### src/rtl/uart_config_negotiator.sv
// uart_config_negotiator
//   Receive-side configuration handshake for the UART controller. A run of
//   SYN_NUMBER consecutive SYN bytes opens a session. Command bytes then edit
//   a shadow copy of the line configuration. Each accepted command is answered
//   with ACK. A bad command or an inter-byte timeout is answered with NAK. The
//   end-of-configuration command commits the shadow to config_o atomically.
//
// Ports
//   clk_i         system clock
//   rst_i         asynchronous active-high reset
//   rx_data_i     received byte
//   rx_valid_i    one-cycle strobe qualifying rx_data_i
//   tx_data_o     ACK/NAK byte to transmit
//   tx_valid_o    tx_data_o valid, held until tx_ready_i
//   tx_ready_i    TX path accepts the byte
//   config_o      committed configuration {stop[1:0], parity[1:0], dwidth[1:0]}
//   config_req_o  one-cycle pulse: session opened
//   config_done_o one-cycle pulse: new configuration committed
//   config_fail_o one-cycle pulse: session aborted
//   busy_o        high whenever a session is in progress
module uart_config_negotiator #(
   parameter int unsigned SYSTEM_CLOCK_FREQ = 50_000_000,
   parameter int unsigned SYN_NUMBER        = 3,
   parameter logic [7:0]  SYN_CHAR          = 8'h16,
   parameter logic [7:0]  ACK_CHAR          = 8'h06,
   parameter logic [7:0]  NAK_CHAR          = 8'h15,
   parameter int unsigned TIMEOUT_MS        = 10,
   parameter logic [5:0]  STD_CONFIGURATION = 6'b00_00_11
) (
   input  logic       clk_i,
   input  logic       rst_i,
   input  logic [7:0] rx_data_i,
   input  logic       rx_valid_i,
   output logic [7:0] tx_data_o,
   output logic       tx_valid_o,
   input  logic       tx_ready_i,
   output logic [5:0] config_o,
   output logic       config_req_o,
   output logic       config_done_o,
   output logic       config_fail_o,
   output logic       busy_o
);

   localparam int unsigned TMO_CYCLES = TIMEOUT_MS * (SYSTEM_CLOCK_FREQ / 1000);
   localparam int unsigned TW         = $clog2(TIMEOUT_MS * SYSTEM_CLOCK_FREQ / 1000 + 1);
   localparam int unsigned SW         = (SYN_NUMBER > 1) ? $clog2(SYN_NUMBER) : 1;
   localparam logic [TW-1:0] TMO_LAST = TW'(TMO_CYCLES - 1);
   localparam logic [SW-1:0] SYN_LAST = SW'(SYN_NUMBER - 1);

   typedef enum logic [1:0] {
      S_IDLE,
      S_WAIT_CMD,
      S_SEND_ACK,
      S_FAIL
   } state_t;

   state_t        r_state, w_next_state;
   logic [SW-1:0] r_syn_cnt, w_syn_next;
   logic [TW-1:0] r_timer, w_timer_next;
   logic [5:0]    r_config, w_config_next;
   logic [5:0]    r_shadow, w_shadow_next;
   logic          r_commit, w_commit_next;
   logic          r_req, r_done, r_fail;
   logic          w_req_next, w_done_next, w_fail_next;
   logic          w_tx_valid;
   logic [7:0]    w_tx_data;
   logic [1:0]    w_code;

   assign w_code = rx_data_i[1:0];

   always_ff @(posedge clk_i or posedge rst_i) begin
      if (rst_i) begin
         r_state   <= S_IDLE;
         r_syn_cnt <= '0;
         r_timer   <= '0;
         r_config  <= STD_CONFIGURATION;
         r_shadow  <= STD_CONFIGURATION;
         r_commit  <= 1'b0;
         r_req     <= 1'b0;
         r_done    <= 1'b0;
         r_fail    <= 1'b0;
      end else begin
         r_state   <= w_next_state;
         r_syn_cnt <= w_syn_next;
         r_timer   <= w_timer_next;
         r_config  <= w_config_next;
         r_shadow  <= w_shadow_next;
         r_commit  <= w_commit_next;
         r_req     <= w_req_next;
         r_done    <= w_done_next;
         r_fail    <= w_fail_next;
      end
   end

   always_comb begin
      w_next_state  = r_state;
      w_syn_next    = r_syn_cnt;
      w_timer_next  = r_timer;
      w_config_next = r_config;
      w_shadow_next = r_shadow;
      w_commit_next = r_commit;
      w_req_next    = 1'b0;
      w_done_next   = 1'b0;
      w_fail_next   = 1'b0;
      w_tx_valid    = 1'b0;
      w_tx_data     = '0;

      case (r_state)
         S_IDLE: begin
            if (rx_valid_i) begin
               if (rx_data_i == SYN_CHAR) begin
                  if (r_syn_cnt == SYN_LAST) begin
                     w_next_state  = S_WAIT_CMD;
                     w_syn_next    = '0;
                     w_timer_next  = '0;
                     w_shadow_next = r_config;
                     w_commit_next = 1'b0;
                     w_req_next    = 1'b1;
                  end else begin
                     w_syn_next = r_syn_cnt + 1'b1;
                  end
               end else begin
                  w_syn_next = '0;
               end
            end
         end

         S_WAIT_CMD: begin
            w_timer_next = r_timer + 1'b1;
            // A byte arriving on the last timer cycle takes priority over the timeout.
            if (rx_valid_i) begin
               w_timer_next = '0;
               // SYN is tested first: its upper nibble is nonzero and would
               // otherwise be rejected as a malformed command.
               if (rx_data_i == SYN_CHAR) begin
                  w_next_state = S_WAIT_CMD;
               end else if (rx_data_i[7:4] != 4'b0000) begin
                  w_next_state = S_FAIL;
               end else begin
                  case (rx_data_i[3:2])
                     2'b00: begin
                        w_commit_next = 1'b1;
                        w_next_state  = S_SEND_ACK;
                     end
                     2'b01: begin
                        w_shadow_next[1:0] = w_code;
                        w_next_state       = S_SEND_ACK;
                     end
                     2'b10: begin
                        w_shadow_next[3:2] = w_code;
                        w_next_state       = S_SEND_ACK;
                     end
                     default: begin
                        if (w_code[1]) begin
                           w_next_state = S_FAIL;
                        end else begin
                           w_shadow_next[5:4] = w_code;
                           w_next_state       = S_SEND_ACK;
                        end
                     end
                  endcase
               end
            end else if (r_timer == TMO_LAST) begin
               w_next_state = S_FAIL;
            end
         end

         S_SEND_ACK: begin
            w_tx_valid = 1'b1;
            w_tx_data  = ACK_CHAR;
            if (tx_ready_i) begin
               if (r_commit) begin
                  w_config_next = r_shadow;
                  w_done_next   = 1'b1;
                  w_commit_next = 1'b0;
                  w_next_state  = S_IDLE;
               end else begin
                  w_timer_next = '0;
                  w_next_state = S_WAIT_CMD;
               end
            end
         end

         S_FAIL: begin
            w_tx_valid = 1'b1;
            w_tx_data  = NAK_CHAR;
            if (tx_ready_i) begin
               w_fail_next   = 1'b1;
               w_shadow_next = r_config;
               w_commit_next = 1'b0;
               w_next_state  = S_IDLE;
            end
         end

         default: w_next_state = S_IDLE;
      endcase
   end

   assign tx_data_o     = w_tx_data;
   assign tx_valid_o    = w_tx_valid;
   assign config_o      = r_config;
   assign config_req_o  = r_req;
   assign config_done_o = r_done;
   assign config_fail_o = r_fail;
   assign busy_o        = (r_state != S_IDLE);

endmodule

### config.mk
export PLATFORM = sky130hd
export DESIGN_NAME = uart_config_negotiator
export DESIGN_NICKNAME = d
export VERILOG_FILES = /design/src/rtl/uart_config_negotiator.sv
export SDC_FILE = /design/constraint.sdc
export NUM_CORES = 1
export LEC_CHECK = 0
export CORE_MARGIN = 2
export CORE_UTILIZATION = 30
export CTS_CLUSTER_DIAMETER = 200
export DETAILED_ROUTE_END_ITERATION = 10
export PLACE_DENSITY = 0.59
export REMOVE_ABC_BUFFERS = 1
export SLEW_MARGIN = 25
export SYNTH_ARGS = -nofsm -noshare
export SYNTH_HDL_FRONTEND = slang
export SYNTH_SLANG_ARGS = --single-unit
### constraint.sdc
create_clock -name clk_i -period 2.5 [get_ports clk_i]
set_input_delay 0.625 -clock clk_i [delete_from_list [all_inputs] [get_ports clk_i]]
set_output_delay 0.625 -clock clk_i [all_outputs]
set_load 0.005 [all_outputs]
==> impl_metrics.csv, run 1 <==
group,metric,value,unit
route,first_pass_iters,4,
clock_network,cts_buffers,5,
worst_setup_path,crit_buf_inv,2,
worst_setup_path,cp.depth,3,
worst_setup_path,crit_chain,"inv_1, nor2_1, clkdlybuf4s50_1",
logic_synthesis,synth_ff_type,"dfrtp_1",
route,drtAntennaViolNets,0,
worst_setup_path,worst_path_dominant_cell_family,"buffers and inverters",
clock_network,clockBufferDepth,2,
grt,grt_antenna_before_repair,0,
hold_path,hold_path_class,"reg2reg",
grt,grt_pass1_vias,1782,
logic_synthesis,yosysMostFrequentCell,"dfrtp_1",
worst_setup_path,critPathKind,"reg2out",
sta,tightestPinTransition,0.501,ns
sta,whs,0.468,ns
route,drt_wl_total,4910,um
finish,drive_gt1_frac,0.140,
worst_setup_path,end_kind,"output port",
route,wl_per_cell,13.2,um
clock_network,clk_pin_slew,0.08,ns
finish,fillCellCount,752,
floorplan,boundaryPins,31,
worst_setup_path,start_kind,"flip-flop",
logic_synthesis,synth_area,2180,sq um
clock_network,cts-root-buf,"clkbuf_8",
sta,hold_violations,0,
clock_network,cts.htree.levels,2,
logic_synthesis,synth_cell_types,54,
clock_network,cts_sinks,39,
sta,fin_ws,0.168,ns
finish,design_area,2690,sq um
clock_network,ctsResizeCount,0,
clock_network,cts_tree,"built",
floorplan,die_w,89.3,um
power_and_ir_drop,powerDensity,811,nW/um^2
logic_synthesis,synth_top_area_frac,0.401,
grt,grt_max_degree,40,
place,port_buffers,26,
finish,register_area,981,sq um
logic_synthesis,synth_edf_count,0,
place,dp.final_hpwl,3580,um
grt,met1_usage,0.175,
place,placed_cell_area,2580,sq um
grt,top_usage_layer,"met2",
floorplan,die-area,7980,sq um
sta,rsz0062_at_grt,"no",
finish,diodes,0,
logic_synthesis,synth_area_leaders,"dfrtp_1 40%, o21ai_0 6.0%, nand2_1 5.0%, dfstp_2 4.8%, nor2_1 4.1%",
floorplan,core,7140,sq um
grt,grtUsageMet3,0.0369,
sta,slew-limit-headroom,0.666,
sta,setup_tns,0,ns
finish,final_nets,284,
worst_setup_path,cp_data_arrival_time,1.71,ns
logic_synthesis,synth_top_area_cell,"dfrtp_1",
grt,grt.total_usage,0.133,
clock_network,postCtsSetupBuffers,0,
power_and_ir_drop,ir_worst_vdd,0.374,mV
logic_synthesis,yosys_warnings,0,
route,vias_per_cell,4.86,
flow_run,maxCapViolations,0,
power_and_ir_drop,finalPower,0.00218,W
floorplan,die_h,89.3,um
place,dp_slack,0.0586,ns
grt,gr-total-overflow,0,
logic_synthesis,avgSynthCellArea,9.21,sq um
worst_setup_path,crit_path_max_incr_delay,0.55,ns
route,drt_iter0_drc,78,
worst_setup_path,cpMaxStageDelayCell,"dfrtp_1",
logic_synthesis,yosys-top-cells-count,"35 x dfrtp_1, 29 x nand2_1, 26 x o21ai_0",
sta,maxSlewViolCount,0,
floorplan,num_rows,31,
outcome,outcome,"complete, no violations",
sta,fin_crit,2.33,ns
logic_synthesis,netlist_instances,237,
worst_setup_path,r2r_end,"r_timer[18]",
route,via_count,1802,
worst_setup_path,cp-startpoint,"r_state[1]",
logic_synthesis,synth-seq-cells,39,
power_and_ir_drop,power.leakage,1.16,nW
worst_setup_path,rr_worst_depth,6,
finish,multiInputGateArea,1080,sq um
sta,post-route-period-util,0.933,
clock_network,cts_hold_buf,0,
grt,grt_pass1_wl,8260,um
logic_synthesis,synth-seq-area-share,0.449,
worst_setup_path,crit_fanout,12,
grt,use_met2,0.213,
route,route.detailed.drc,0,
logic_synthesis,synthArstFlopShare,1.00,
floorplan,initial_core_util,0.306,
worst_setup_path,crit_path_end,"tx_data_o[1]",
place,place_congestion,0.847,
sta,fmax,429,MHz
worst_setup_path,r2r_slack,0.56,ns
worst_setup_path,cp.required,1.88,ns
sta,fin_skew,0.00419,ns
finish,areaGrowthSynthToFinish,23.3,%
sta,setup_viol,0,
clock_network,insertion_delay,0.29,ns
worst_setup_path,timing.rr.start,"r_timer[0]",
metrics by stage:
step,utilization,std cells
after floorplan,-,226
after global placement,0.361,363
after detailed placement,0.361,363
after CTS,0.377,371
after global routing,0.377,371
final,0.377,371
power breakdown:
group	switching (W)	internal, W	total, W
registers	0.000139	0.000761	0.000900
logic	0.000376	0.000376	0.000752
clock network	0.000233	0.000297	0.000531
total	0.000749	0.00143	0.00218
how the worst min path moves through the flow:
| stage | slack (ns) | to | cells past startpoint | from |
|---|---|---|---|---|
| after floorplan | 0.44 | r_shadow[0] | 2 | r_shadow[0] |
| after global placement | 0.46 | r_shadow[0] | 2 | r_shadow[0] |
| after detailed placement | 0.46 | r_shadow[0] | 2 | r_shadow[0] |
| after CTS | 0.47 | r_shadow[0] | 2 | r_shadow[0] |
| after global routing | 0.50 | r_shadow[0] | 2 | r_shadow[0] |
| final | 0.47 | r_shadow[0] | 2 | r_shadow[0] |
state kept, by name (all words and copies together), names as in the netlist:
signal         flops
r_state            2
r_syn_cnt          2
r_shadow           6
config_o           6
config_fail_o      1
config_req_o       1
r_timer           19
r_commit           1
config_done_o      1
cell usage in the layout, fill, tap and decap left out, types with 2 or more instances in the layout:
| cell | count |
|---|---|
| a31oi_1 | 2 |
| nor4_1 | 2 |
| inv_1 | 12 |
| clkbuf_8 | 5 |
| mux2_2 | 4 |
| nand4_1 | 5 |
| conb_1 | 4 |
| and3_1 | 3 |
| xor2_1 | 7 |
| nand2_1 | 29 |
| dfstp_2 | 4 |
| nor4_2 | 2 |
| or3_1 | 2 |
| nand2b_1 | 2 |
| nor3_1 | 6 |
| a21oi_1 | 6 |
| dfrtp_1 | 35 |
| buf_4 | 12 |
| nand3_1 | 9 |
| and2_1 | 3 |
| mux2_1 | 2 |
| nand3_2 | 2 |
| o21ai_0 | 26 |
| o21ai_1 | 2 |
| nor2b_1 | 3 |
| clkdlybuf4s50_1 | 26 |
| o31ai_1 | 2 |
| mux2i_1 | 4 |
| nor2_1 | 24 |
final cells by class:
cell class              instances  area share
multi-input cells             175       0.401
flip-flops and latches         39       0.364
repair buffers                 38       0.130
well taps                      99      0.0460
clock buffers                   5      0.0256
inverters                      12      0.0167
clock inverters                 3      0.0163
layer usage:
metal / vias to the layer above / share of wire
met5: - / 0
met4: 0 / 0.014
met3: 8 / 0.050
met2: 43 / 0.47
met1: 860 / 0.47
li1: 891 / -
logic make-up after synthesis:
logic type | after synthesis | share of synthesized area
AOI/OAI and AO/OA | 50 | 0.142
xor gates and xnor gates | 7 | 0.0281
adders and majority gates | 1 | 0.00573
buffers and inverters | 26 | 0.0619
DFF | 39 | 0.449
muxes | 10 | 0.0493
other | 1 | 0.00172
and+or+nand+nor | 103 | 0.262
worst reg2reg max path, delay by kind of cell, from the launching register on:
kind,cells,cell delay [ns]
AND/OR/NAND/NOR,4,0.98
flip-flops,1,0.45
adder cells (fa/ha/maj),1,0.31
AO/OA/AOI/OAI,1,0.14
Power figures use the tool's default switching activity.
==> inputs of run 2 (changes only) <==
--- a/config.mk
+++ b/config.mk
@@ -9,7 +9,7 @@
 export CORE_UTILIZATION = 30
 export CTS_CLUSTER_DIAMETER = 200
 export DETAILED_ROUTE_END_ITERATION = 10
-export PLACE_DENSITY = 0.59
+export PLACE_DENSITY = 0.5
 export REMOVE_ABC_BUFFERS = 1
 export SLEW_MARGIN = 25
 export SYNTH_ARGS = -nofsm -noshare
==> run 2 against run 1 <==
  * Fmax up 0.55%
  * Register-to-register slack worse by 0.04 ns
  * Worst hold slack better by 0.017 ns
  * Wire length down 1.6%
  * Final cell count down 0.27%
  * Clock skew up 0.0048 ns
  * Critical endpoint unchanged
  * Largest power group unchanged
==> impl_metrics.csv, run 2 (same netlist as run 1, synthesis figures left out) <==
group,metric,value,unit
outcome,outcome,"complete, no violations",
sta,setup_viol,0,
finish,multiInputGateArea,1080,sq um
clock_network,cts_buffers,5,
route,drt_wl_total,4830,um
clock_network,postCtsSetupBuffers,0,
finish,diodes,0,
clock_network,cts_tree,"built",
route,drtAntennaViolNets,0,
finish,design_area,2660,sq um
clock_network,clockBufferDepth,2,
finish,finish.utilization,0.373,
route,wl_per_cell,13.0,um
clock_network,ctsResizeCount,0,
grt,grt.total_usage,0.136,
clock_network,cts-root-buf,"clkbuf_8",
grt,grt_max_degree,40,
finish,drive_gt1_frac,0.137,
finish,fillCellCount,784,
route,route.detailed.drc,0,
worst_setup_path,crit_path_end,"tx_data_o[1]",
worst_setup_path,rr_worst_depth,6,
route,first_pass_iters,4,
grt,grt_antenna_before_repair,0,
clock_network,insertion_delay,0.29,ns
sta,rsz0062_at_grt,"no",
route,vias_per_cell,4.81,
finish,largest_reg_flops,19,
floorplan,die_h,89.3,um
route,drt_iter0_drc,99,
place,port_buffers,26,
grt,grt_pass1_vias,1748,
floorplan,boundaryPins,31,
finish,top_register,"r_timer",
worst_setup_path,end_kind,"output port",
worst_setup_path,critPathKind,"reg2out",
grt,gr-total-overflow,0,
power_and_ir_drop,power.leakage,1.13,nW
worst_setup_path,crit_fanout,12,
finish,final_common_cell,"dfrtp_1",
sta,post-route-period-util,0.928,
sta,setup_tns,0,ns
floorplan,initial_core_util,0.306,
worst_setup_path,timing.rr.start,"r_state[1]",
place,placed_cell_area,2570,sq um
floorplan,num_rows,31,
flow_run,maxCapViolations,0,
finish,final_cell_mix,"35 x dfrtp_1, 29 x nand2_1, 26 x o21ai_0, 26 x clkdlybuf4s50_1, 24 x nor2_1",
sta,tightestPinTransition,0.549,ns
floorplan,core,7140,sq um
worst_setup_path,r2r_slack,0.52,ns
place,place_congestion,0.818,
clock_network,cts.htree.levels,2,
clock_network,cts_hold_buf,0,
route,via_count,1780,
place,dpl.cell_count,362,
worst_setup_path,cp-startpoint,"r_state[1]",
floorplan,die-area,7980,sq um
floorplan,die_w,89.3,um
clock_network,cts_sinks,39,
grt,grt_pass1_wl,8450,um
place,dp.final_hpwl,3520,um
sta,fin_crit,2.32,ns
worst_setup_path,cp_data_arrival_time,1.69,ns
finish,areaGrowthSynthToFinish,21.8,%
power_and_ir_drop,ir_worst_vdd,0.444,mV
sta,maxSlewViolCount,0,
finish,fin_cells,370,
sta,fin_skew,0.00898,ns
hold_path,hold_path_class,"reg2reg",
finish,register_area,981,sq um
worst_setup_path,start_kind,"flip-flop",
sta,slew-limit-headroom,0.634,
worst_setup_path,cp.required,1.88,ns
power_and_ir_drop,powerDensity,774,nW/um^2
finish,final_nets,283,
sta,hold_violations,0,
sta,fmax,431,MHz
worst_setup_path,r2r_end,"r_timer[18]",
clock_network,clk_pin_slew,0.09,ns
==> run 2: area by class of cell <==
| cell class | count | area share |
|---|---|---|
| Clock buffer | 5 | 0.0259 |
| Clock inverter | 3 | 0.00753 |
| Sequential cell | 39 | 0.369 |
| Timing Repair Buffer | 37 | 0.129 |
| Tap cell | 99 | 0.0466 |
| Inverter | 12 | 0.0169 |
| Multi-Input combinational cell | 175 | 0.405 |
==> run 2: routing by layer <==
| layer | vias to the layer above | part of all wire | GRT usage |
|---|---|---|---|
| li1 | 890 | - | - |
| met1 | 863 | 0.49 | 0.185 |
| met2 | 25 | 0.47 | 0.224 |
| met3 | 2 | 0.038 | 0.0332 |
| met4 | 0 | 0.0044 | 0.0244 |
| met5 | - | 0 | 0 |
==> run 2: how the worst min path moves through the flow <==
stage | startpoint | to | slack, ns | cells past startpoint
floorplan | r_shadow[0] | r_shadow[0] | 0.44 | 2
global placement | r_shadow[0] | r_shadow[0] | 0.45 | 2
detailed placement | r_shadow[0] | r_shadow[0] | 0.47 | 2
CTS | r_shadow[0] | r_shadow[0] | 0.48 | 2
global route | r_shadow[0] | r_shadow[0] | 0.49 | 2
finish | r_shadow[0] | r_shadow[0] | 0.48 | 2
==> run 2: critical path: stages, from the launching register on <==
cell and delay, ns:
dfrtp_1 0.55, inv_1 0.16, nor2_1 0.17, clkdlybuf4s50_1 0.53
==> run 2: stage by stage <==
stage	total power [W]	setup slack, ns	hold slack (ns)
after floorplan	0.00128	0.552	0.443
after global placement	0.00166	0.0516	0.454
final	0.00206	0.181	0.484
after detailed placement	0.00165	0.00914	0.471
after CTS	0.00209	0.171	0.482
after global routing	0.00222	0.0610	0.491
==> run 2: power breakdown <==
group          leakage [nW]  total (W)  internal [W]  switching, W
clock                0.0402   0.000427      0.000194      0.000232
sequential            0.521   0.000898      0.000761      0.000137
combinational         0.572   0.000735      0.000364      0.000370
